[src/rtl/bp_fpga_host_pkg.sv]
// bp_fpga_host_pkg
//   Shared types and constants for the BP-side host IO responder:
//   BedRock IO message layout, device-window addresses, responder FSM states,
//   decoded-target enum and small decode/byte-lane helper functions.
//   Optional feature macro: BP_IO_RESPONDER_PERF_EN (maps the PERF counter).
package bp_fpga_host_pkg;

   typedef enum logic [1:0] {
      e_bp_default_cfg = 2'd0
   } bp_params_e;

   localparam int paddr_width_gp = 40;

   // Physical address width for a processor configuration
   function automatic int bp_paddr_width_f(input bp_params_e cfg);
      case (cfg)
         e_bp_default_cfg: return 40;
         default:          return 40;
      endcase
   endfunction

   typedef enum logic [3:0] {
      e_bedrock_mem_rd    = 4'd0,
      e_bedrock_mem_wr    = 4'd1,
      e_bedrock_mem_uc_rd = 4'd2,
      e_bedrock_mem_uc_wr = 4'd3,
      e_bedrock_mem_pre   = 4'd4,
      e_bedrock_mem_amo   = 4'd5
   } bp_bedrock_mem_type_e;

   typedef enum logic [2:0] {
      e_bedrock_msg_size_1   = 3'd0,
      e_bedrock_msg_size_2   = 3'd1,
      e_bedrock_msg_size_4   = 3'd2,
      e_bedrock_msg_size_8   = 3'd3,
      e_bedrock_msg_size_16  = 3'd4,
      e_bedrock_msg_size_32  = 3'd5,
      e_bedrock_msg_size_64  = 3'd6,
      e_bedrock_msg_size_128 = 3'd7
   } bp_bedrock_msg_size_e;

   typedef struct packed {
      logic [paddr_width_gp-1:0] addr;
      bp_bedrock_msg_size_e      size;
      bp_bedrock_mem_type_e      msg_type;
   } bp_bedrock_io_mem_header_s;

   typedef struct packed {
      logic [63:0]               data;
      bp_bedrock_io_mem_header_s header;
   } bp_bedrock_io_mem_msg_s;

   // Device window; the scratch span (8 B * depth) must stay below PERF
   localparam logic [paddr_width_gp-1:0] io_putchar_addr_gp  = 40'h00_0010_1000;
   localparam logic [paddr_width_gp-1:0] io_finish_addr_gp   = 40'h00_0010_2000;
   localparam logic [paddr_width_gp-1:0] io_scratch_base_gp  = 40'h00_0010_3000;
   localparam logic [paddr_width_gp-1:0] io_perf_addr_gp     = 40'h00_0010_4000;

   typedef enum logic [1:0] {
      e_ready  = 2'd0,
      e_access = 2'd1,
      e_resp   = 2'd2
   } bp_io_resp_state_e;

   typedef enum logic [2:0] {
      e_tgt_none    = 3'd0,
      e_tgt_putchar = 3'd1,
      e_tgt_finish  = 3'd2,
      e_tgt_scratch = 3'd3,
      e_tgt_perf    = 3'd4
   } bp_io_target_e;

   // Low address bits that must be zero for an access of this size
   function automatic logic [2:0] bp_io_size_mask_f(input bp_bedrock_msg_size_e size);
      case (size)
         e_bedrock_msg_size_1: return 3'b000;
         e_bedrock_msg_size_2: return 3'b001;
         e_bedrock_msg_size_4: return 3'b011;
         default:              return 3'b111;
      endcase
   endfunction

   // Byte-lane write mask for a size at a byte offset within the dword
   function automatic logic [7:0] bp_io_byte_mask_f(input bp_bedrock_msg_size_e size,
                                                    input logic [2:0] off);
      logic [7:0] m;
      case (size)
         e_bedrock_msg_size_1: m = 8'h01;
         e_bedrock_msg_size_2: m = 8'h03;
         e_bedrock_msg_size_4: m = 8'h0F;
         e_bedrock_msg_size_8: m = 8'hFF;
         default:              m = 8'h00;
      endcase
      return m << off;
   endfunction

   // Map a command onto a device target; bad type, size or alignment -> none
   function automatic bp_io_target_e bp_io_decode_f(input logic [paddr_width_gp-1:0] addr,
                                                    input bp_bedrock_msg_size_e size,
                                                    input bp_bedrock_mem_type_e msg_type,
                                                    input int lg_els);
      logic type_ok;
      logic aligned;
      bp_io_target_e tgt;
      type_ok = (msg_type == e_bedrock_mem_uc_rd) || (msg_type == e_bedrock_mem_uc_wr);
      aligned = (size <= e_bedrock_msg_size_8)
             && ((addr[2:0] & bp_io_size_mask_f(size)) == 3'b000);
      if (!type_ok || !aligned)
         tgt = e_tgt_none;
      else if (addr == io_putchar_addr_gp)
         tgt = e_tgt_putchar;
      else if (addr == io_finish_addr_gp)
         tgt = e_tgt_finish;
`ifdef BP_IO_RESPONDER_PERF_EN
      else if (addr == io_perf_addr_gp)
         tgt = e_tgt_perf;
`endif
      // Full-address compare of everything above the dword index
      else if ((addr >> (3 + lg_els)) == (io_scratch_base_gp >> (3 + lg_els)))
         tgt = e_tgt_scratch;
      else
         tgt = e_tgt_none;
      return tgt;
   endfunction

endpackage

[src/rtl/bp_io_responder_scratch_ram.sv]
// bp_io_responder_scratch_ram
//   Single-port synchronous scratch RAM, els_p x 64 bits, byte-masked writes,
//   registered read data. Contents are not reset.
//   Ports: clk_i, v_i (access), w_i (write), addr_i (dword index),
//          data_i / mask_i (write data and byte enables), data_o (read data).
module bp_io_responder_scratch_ram
#(
   parameter  int els_p     = 64,
   localparam int addr_w_lp = $clog2(els_p)
)
(
   input  logic                 clk_i,
   input  logic                 v_i,
   input  logic                 w_i,
   input  logic [addr_w_lp-1:0] addr_i,
   input  logic [63:0]          data_i,
   input  logic [7:0]           mask_i,
   output logic [63:0]          data_o
);

   logic [63:0] mem_q [els_p];
   logic [63:0] data_q;

   // Byte-masked write or registered read; read data holds between reads
   always_ff @(posedge clk_i) begin
      if (v_i && w_i) begin
         for (int b = 0; b < 8; b++) begin
            if (mask_i[b])
               mem_q[addr_i][8*b +: 8] <= data_i[8*b +: 8];
         end
      end else if (v_i) begin
         data_q <= mem_q[addr_i];
      end
   end

   assign data_o = data_q;

endmodule

[src/rtl/bp_fpga_host_io_responder.sv]
// bp_fpga_host_io_responder
//   BedRock IO-memory responder on the BP side of bp_fpga_host. Accepts one
//   io_cmd at a time and returns an io_resp two cycles later, emulating a
//   putchar sink, a finish register and a small dword scratch RAM.
//   Ports: clk_i, reset_i (async, active-high); io_cmd_i/io_cmd_v_i/io_cmd_yumi_o
//   (command in); io_resp_o/io_resp_v_o/io_resp_ready_and_i (response out);
//   char_o/char_v_o (putchar), finish_o/finish_code_o (finish), error_o (sticky).
//   Optional feature macro: BP_IO_RESPONDER_PERF_EN (accepted-command counter at PERF).
module bp_fpga_host_io_responder
   import bp_fpga_host_pkg::*;
#(
   parameter bp_params_e bp_params_p   = e_bp_default_cfg,
   parameter int         scratch_els_p = 64
)
(
   input  logic                   clk_i,
   input  logic                   reset_i,
   input  bp_bedrock_io_mem_msg_s io_cmd_i,
   input  logic                   io_cmd_v_i,
   output logic                   io_cmd_yumi_o,
   output bp_bedrock_io_mem_msg_s io_resp_o,
   output logic                   io_resp_v_o,
   input  logic                   io_resp_ready_and_i,
   output logic [7:0]             char_o,
   output logic                   char_v_o,
   output logic                   finish_o,
   output logic [7:0]             finish_code_o,
   output logic                   error_o
);

   localparam int lg_els_lp      = $clog2(scratch_els_p);
   localparam int paddr_width_lp = bp_paddr_width_f(bp_params_p);

   bp_io_resp_state_e         state_q, state_d;
   bp_bedrock_io_mem_header_s hdr_q, hdr_d;
   bp_io_target_e             tgt_q, tgt_d, tgt_in_s;
   bp_bedrock_io_mem_msg_s    resp_q, resp_d;
   logic [63:0]               misc_q, misc_d;
   logic                      resp_v_q, resp_v_d, char_v_q, char_v_d;
   logic                      finish_q, finish_d, error_q, error_d;
   logic [7:0]                char_q, char_d, code_q, code_d;
   logic [paddr_width_lp-1:0] cmd_addr_s;
   logic [63:0]               ram_rdata_s, ram_wdata_s;
   logic [7:0]                ram_mask_s;
   logic                      accept_s, is_wr_in_s, ram_v_s;
`ifdef BP_IO_RESPONDER_PERF_EN
   logic [31:0]               perf_q, perf_d;
`endif

   assign cmd_addr_s  = io_cmd_i.header.addr;
   assign tgt_in_s    = bp_io_decode_f(cmd_addr_s, io_cmd_i.header.size,
                                       io_cmd_i.header.msg_type, lg_els_lp);
   assign is_wr_in_s  = (io_cmd_i.header.msg_type == e_bedrock_mem_uc_wr);
   assign accept_s    = io_cmd_v_i && (state_q == e_ready) && !reset_i;
   // The RAM is accessed on the accept edge so read data is ready in e_access
   assign ram_v_s     = accept_s && (tgt_in_s == e_tgt_scratch);
   assign ram_wdata_s = io_cmd_i.data << {cmd_addr_s[2:0], 3'b000};
   assign ram_mask_s  = bp_io_byte_mask_f(io_cmd_i.header.size, cmd_addr_s[2:0]);

   bp_io_responder_scratch_ram #(.els_p(scratch_els_p)) scratch_ram (
      .clk_i  (clk_i),
      .v_i    (ram_v_s),
      .w_i    (is_wr_in_s),
      .addr_i (cmd_addr_s[3 +: lg_els_lp]),
      .data_i (ram_wdata_s),
      .mask_i (ram_mask_s),
      .data_o (ram_rdata_s)
   );

   // Next-state: side effects on accept, response build in e_access, handshake in e_resp
   always_comb begin
      state_d  = state_q;
      hdr_d    = hdr_q;
      tgt_d    = tgt_q;
      misc_d   = misc_q;
      resp_d   = resp_q;
      resp_v_d = resp_v_q;
      char_d   = char_q;
      char_v_d = 1'b0;
      finish_d = finish_q;
      code_d   = code_q;
      error_d  = error_q;
`ifdef BP_IO_RESPONDER_PERF_EN
      perf_d   = accept_s ? (perf_q + 32'd1) : perf_q;
`endif
      case (state_q)
         e_ready: begin
            if (accept_s) begin
               state_d = e_access;
               hdr_d   = io_cmd_i.header;
               tgt_d   = tgt_in_s;
               misc_d  = 64'd0;
               error_d = error_q | (tgt_in_s == e_tgt_none);
               case (tgt_in_s)
                  e_tgt_putchar: begin
                     if (is_wr_in_s) begin
                        char_d   = io_cmd_i.data[7:0];
                        char_v_d = 1'b1;
                     end else begin
                        char_d   = char_q;
                     end
                  end
                  e_tgt_finish: begin
                     if (is_wr_in_s) begin
                        finish_d = 1'b1;
                        code_d   = io_cmd_i.data[7:0];
                     end else begin
                        misc_d   = {55'd0, code_q, finish_q};
                     end
                  end
`ifdef BP_IO_RESPONDER_PERF_EN
                  e_tgt_perf: begin
                     // Reads see the pre-increment count; the clearing write is not counted
                     if (is_wr_in_s) begin
                        perf_d = 32'd0;
                     end else begin
                        misc_d = {32'd0, perf_q};
                     end
                  end
`endif
                  default: misc_d = 64'd0;
               endcase
            end else begin
               state_d = e_ready;
            end
         end
         e_access: begin
            state_d          = e_resp;
            resp_v_d         = 1'b1;
            resp_d.header    = hdr_q;
            if (hdr_q.msg_type == e_bedrock_mem_uc_rd) begin
               resp_d.data = (tgt_q == e_tgt_scratch) ? ram_rdata_s : misc_q;
            end else begin
               resp_d.data = 64'd0;
            end
         end
         e_resp: begin
            if (io_resp_ready_and_i) begin
               resp_v_d = 1'b0;
               state_d  = e_ready;
            end else begin
               resp_v_d = 1'b1;
            end
         end
         default: state_d = e_ready;
      endcase
   end

   // State and output registers
   always_ff @(posedge clk_i or posedge reset_i) begin
      if (reset_i) begin
         state_q  <= e_ready;
         hdr_q    <= '0;
         tgt_q    <= e_tgt_none;
         misc_q   <= 64'd0;
         resp_q   <= '0;
         resp_v_q <= 1'b0;
         char_q   <= 8'd0;
         char_v_q <= 1'b0;
         finish_q <= 1'b0;
         code_q   <= 8'd0;
         error_q  <= 1'b0;
`ifdef BP_IO_RESPONDER_PERF_EN
         perf_q   <= 32'd0;
`endif
      end else begin
         state_q  <= state_d;
         hdr_q    <= hdr_d;
         tgt_q    <= tgt_d;
         misc_q   <= misc_d;
         resp_q   <= resp_d;
         resp_v_q <= resp_v_d;
         char_q   <= char_d;
         char_v_q <= char_v_d;
         finish_q <= finish_d;
         code_q   <= code_d;
         error_q  <= error_d;
`ifdef BP_IO_RESPONDER_PERF_EN
         perf_q   <= perf_d;
`endif
      end
   end

   assign io_cmd_yumi_o = accept_s;
   assign io_resp_o     = resp_q;
   assign io_resp_v_o   = resp_v_q;
   assign char_o        = char_q;
   assign char_v_o      = char_v_q;
   assign finish_o      = finish_q;
   assign finish_code_o = code_q;
   assign error_o       = error_q;

endmodule

[config.mk]
export PLATFORM = sky130hd
export DESIGN_NAME = bp_fpga_host_io_responder
export DESIGN_NICKNAME = d
export VERILOG_FILES = /design/src/rtl/bp_fpga_host_pkg.sv /design/src/rtl/bp_io_responder_scratch_ram.sv /design/src/rtl/bp_fpga_host_io_responder.sv
export SDC_FILE = /design/constraint.sdc
export NUM_CORES = 2
export LEC_CHECK = 0
export BUFFER_PORTS_ARGS = -buffer_cell sky130_fd_sc_hd__buf_2
export CAP_MARGIN = 40
export CORE_MARGIN = 4
export CORE_UTILIZATION = 35
export DETAILED_ROUTE_END_ITERATION = 6
export PLACE_DENSITY_LB_ADDON = 0.08
export REMOVE_ABC_BUFFERS = 1
export SYNTH_ARGS = -nofsm -noshare
export SYNTH_HDL_FRONTEND = slang
export SYNTH_HIERARCHICAL = 1
export SYNTH_SLANG_ARGS = --single-unit
[constraint.sdc]
create_clock -name clk_i -period 7.4 [get_ports clk_i]
set_input_delay 0.74 -clock clk_i [delete_from_list [all_inputs] [get_ports clk_i]]
set_output_delay 0.74 -clock clk_i [all_outputs]
set_load 0.005 [all_outputs]
==> qor.yml <==
run:
  drv_cap: 0
cts:
  cts.repair.resized: 0
  clk_pin_slew_ns: 0.06
  numCtsBuffers: 471
  cts_buffer_depth: 4
  cts-root-buf: "clkbuf_16"
  cts_tree: "yes"
  clk_latency_ns: 1.04
  cts_sinks: 4351
  htreeDepth: 5
timing:
  grt_setup_unrepaired: "false"
  slew_headroom_pct: 8.07
  setup_viol: 0
  final.setup.tns_ns: 0
  skew_ns: 0.0588
  tightest_slew_ns: 1.38
  slew_violations: 0
  fmax_mhz: 195
  hold_viol: 0
  timing.final.crit_share_pct: 69.3
  layout_min_cycle_time_ns: 5.13
synth:
  synth_cells: 10100
  synth-main-ff-cell: "edfxtp_1"
  yosysWarnings: 6
  synthArstFlopShare_pct: 4.39
  synth_area_leaders: "edfxtp_1, a22oi_1, a221oi_1"
  avgSynthCellArea_sq_um: 16.6
  synth-seq-area-share_pct: 77.3
  synth-edff-count: 4160
  synthesis.area_sq_um: 168000
  yosysTopAreaCell: "edfxtp_1"
  synth_seq_cells: 4351
  synth.top_cell.area_share_pct: 74.4
  synth_cell_types: 82
setup_path:
  path_buf_inv: 4
  cpMaxStageDelayCell: "and2_1"
  critPathMaxStageDelay_ns: 0.71
  path_max_fanout: 22
  cp_data_required_time_ns: 8.02
  critical_path_arrival_ns: 5.75
  worstSetupEndpointType: "flip-flop"
  cpMostUsedCell: "buf_4"
  cp-start-kind: "input port"
  criticalPathCategory: "in2reg"
  crit_family: "simple AND/OR/NAND/NOR gates"
  cp_cell_sequence: "dlygate4sd3_1, buf_2, or4_4, nor2_4, o2111ai_1, a2111o_1, nor3_1, and2_1, buf_4, nand2_2, buf_4, nor2_1"
power_and_ir_drop:
  p_seq_share_pct: 49.6
  p_clk_share_pct: 43.0
  swShare_pct: 23.3
  power_frac_comb_pct: 7.4
  p_int_mw: 42.5
  ir_drop_mv: 0.233
  leakage_nw: 58.3
  p_switching_mw: 12.9
  powerDensity_nw_per_um2: 283
global_route:
  grt_pass1_wl_microns: 902000
  antenna_found_initial: 83
  grt_usage_pct: 26.9
  grt_start_max_net_pins: 169
  grt_pass1_vias: 101000
  grt_overflow: 0
floorplan:
  die_h_microns: 701
  die_x_microns: 701
  io_pins: 247
  core-area_sq_um: 478000
  die_area_sq_um: 491000
  rows: 254
  initial_core_util_pct: 35.1
drt:
  dr_total_vias: 104000
  wirelength_microns: 680000
  initialDrtViolationCount: 14200
  ant_nets: 0
  avgViaCountPerCell: 6.01
  post_drt_wl_per_cell_microns: 39.3
  drc: 0
  drtPass1Iterations: 6
placed_design:
  io_buffers: 246
  gp_congestion: 0.871
  dp_hpwl_microns: 446000
status:
  status: "completed"
layout:
  syn_to_final_growth_pct: 16.6
  layout-drive-gt1-share_pct: 17.7
  fin_util_pct: 40.9
  layout.nets: 10600
min_path:
  hp-class: "in2reg"
path summary, 6_finish.rpt:
check                           depth (start not counted)                                  end                             start  slack (ns)
worst max register to register                          9  scratch_ram/mem_q[50][31]$_DFFE_PP_            state_q[0]$_DFFE_PP0P_        3.24
worst min-delay path                                    3                hdr_q[19]$_DFFE_PP0P_                      io_cmd_i[19]        0.09
min in group asynchronous                               3            io_resp_o[41]$_DFFE_PP0P_                           reset_i        0.32
max in group asynchronous                               7            io_resp_o[81]$_DFFE_PP0P_                           reset_i        5.48
worst min register to register                          2            io_resp_o[92]$_DFFE_PP0P_  scratch_ram/data_o[45]$_DFFE_PP_        0.45
worst max-delay path                                   12  scratch_ram/mem_q[50][31]$_DFFE_PP_                      io_cmd_i[42]        2.27
logic make-up after synthesis:
logic type / after synthesis / share of synthesized area (%)
AO/OA/AOI/OAI: 2638 / 11.5
adder cells (fa/ha/maj): 3 / 0.0224
buffers and inverters: 868 / 2.24
flip-flops: 4351 / 77.3
multiplexers: 729 / 5.02
AND/OR/NAND/NOR: 1505 / 3.97
state kept, by name (all words and copies together), names as in the netlist:
signal              flops
tgt_q                   2
io_resp_v_o             1
finish_o                1
finish_code_o           8
misc_q                  9
char_v_o                1
scratch_ram/data_o     64
char_o                  8
hdr_q                  47
io_resp_o             111
error_o                 1
state_q                 2
scratch_ram/mem_q    4096
worst register-to-register path: cells and delay by family, from the launching register on:
kind	cells	cell delay [ns]
flip-flops	1	0.40
buffers and inverters	3	0.85
adder cells (fa/ha/maj)	1	0.20
AND/OR/NAND/NOR	5	2.31
cell type report:
type                    count  area (sq um)
inverters                  84           344
well taps                6400          8010
fillers                 42700        283000
diodes                     68           170
flip-flops and latches   4351        130000
repair buffers            675          6520
multi-input cells        4875         35400
clock inverters           273          2960
clock buffers             596         12600
stage by stage:
step                      total power [mW]  setup WS, ns  area (sq um)  instances  hold slack [ns]
after floorplan                       29.7         -5.20        164000       9310            0.426
after global placement                32.0          1.62        177000      16200            0.437
after detailed placement              32.1          1.61        180000      16300            0.443
final                                 55.4          2.27        196000      17300           0.0908
after CTS                             55.8          2.40        196000      17300          0.00817
after global routing                  57.1          2.15        196000      17300           0.0659
layer usage:
layer / part of all wire, % / wire [microns] / up-vias / global-route usage, %
li1: - / - / 42000 / -
met1: 41 / 281000 / 55200 / 36.9
met2: 45 / 306000 / 5870 / 41.1
met3: 9.1 / 62000 / 964 / 6.08
met4: 4.5 / 30400 / 16 / 11.7
met5: 0.016 / 107 / - / 0
power groups by stage:
stage / Combinational (mW) / Sequential, mW / Clock, mW
after detailed placement: 4.06 / 28.0 / 0
after CTS: 4.08 / 27.5 / 24.3
after global placement: 3.95 / 28.0 / 0
after floorplan: 1.63 / 28.0 / 0
after global routing: 4.23 / 27.5 / 25.4
final: 4.09 / 27.5 / 23.8
synthesized netlist by cell type (all sizes together), types with 24 or more instances:
cell / number
a211o: 29
a211oi: 36
a21boi: 27
a21oi: 235
a221oi: 692
a22oi: 847
and2: 24
and4: 29
buf: 358
clkbuf: 426
dfrtp: 191
edfxtp: 4160
inv: 82
mux2: 362
mux2i: 318
mux4: 49
nand2: 450
nand4: 90
nor2: 691
nor2b: 28
nor3: 111
o21ai: 174
o221ai: 33
o22ai: 493
o2bb2ai: 28
or4: 35
cell usage in the layout, fill, tap and decap left out, types with 16 or more instances in the layout:
| cell type | netlist | final |
|---|---|---|
| nor2b_4 | 1 | 23 |
| clkinvlp_4 | 0 | 22 |
| and4_1 | 29 | 29 |
| clkinv_1 | 2 | 88 |
| dlygate4sd3_1 | 0 | 34 |
| nand2_1 | 449 | 381 |
| mux2_2 | 345 | 339 |
| clkbuf_1 | 426 | 100 |
| bufinv_16 | 0 | 58 |
| a211o_1 | 29 | 29 |
| mux4_2 | 49 | 49 |
| nand4_1 | 89 | 89 |
| nand2_2 | 1 | 34 |
| o22ai_4 | 0 | 16 |
| a21boi_0 | 27 | 27 |
| buf_4 | 25 | 269 |
| buf_2 | 221 | 242 |
| a211oi_1 | 35 | 34 |
| mux2i_1 | 318 | 318 |
| dfrtp_1 | 191 | 191 |
| o221ai_1 | 33 | 33 |
| edfxtp_1 | 4160 | 4160 |
| o22ai_1 | 493 | 477 |
| buf_12 | 0 | 59 |
| a221oi_1 | 684 | 684 |
| nor2_1 | 687 | 673 |
| clkbuf_16 | 0 | 481 |
| nand2_4 | 0 | 35 |
| a21oi_1 | 235 | 235 |
| nor3_1 | 110 | 105 |
| inv_1 | 81 | 79 |
| clkinv_2 | 0 | 80 |
| a22oi_1 | 847 | 847 |
| o2bb2ai_1 | 28 | 28 |
| mux2_4 | 16 | 22 |
| nor2_4 | 2 | 17 |
| or4_1 | 32 | 32 |
| o21ai_0 | 166 | 166 |
| buf_16 | 0 | 59 |
| diode_2 | 0 | 68 |
repair_timing:
| action | CTS | global route |
|---|---|---|
| endpoints found under the hold margin | 102 | 0 |
| hold buffers | 34 | 0 |
| buffers inserted | 0 | 0 |
Note: power is estimated with default switching activity, not from simulation.
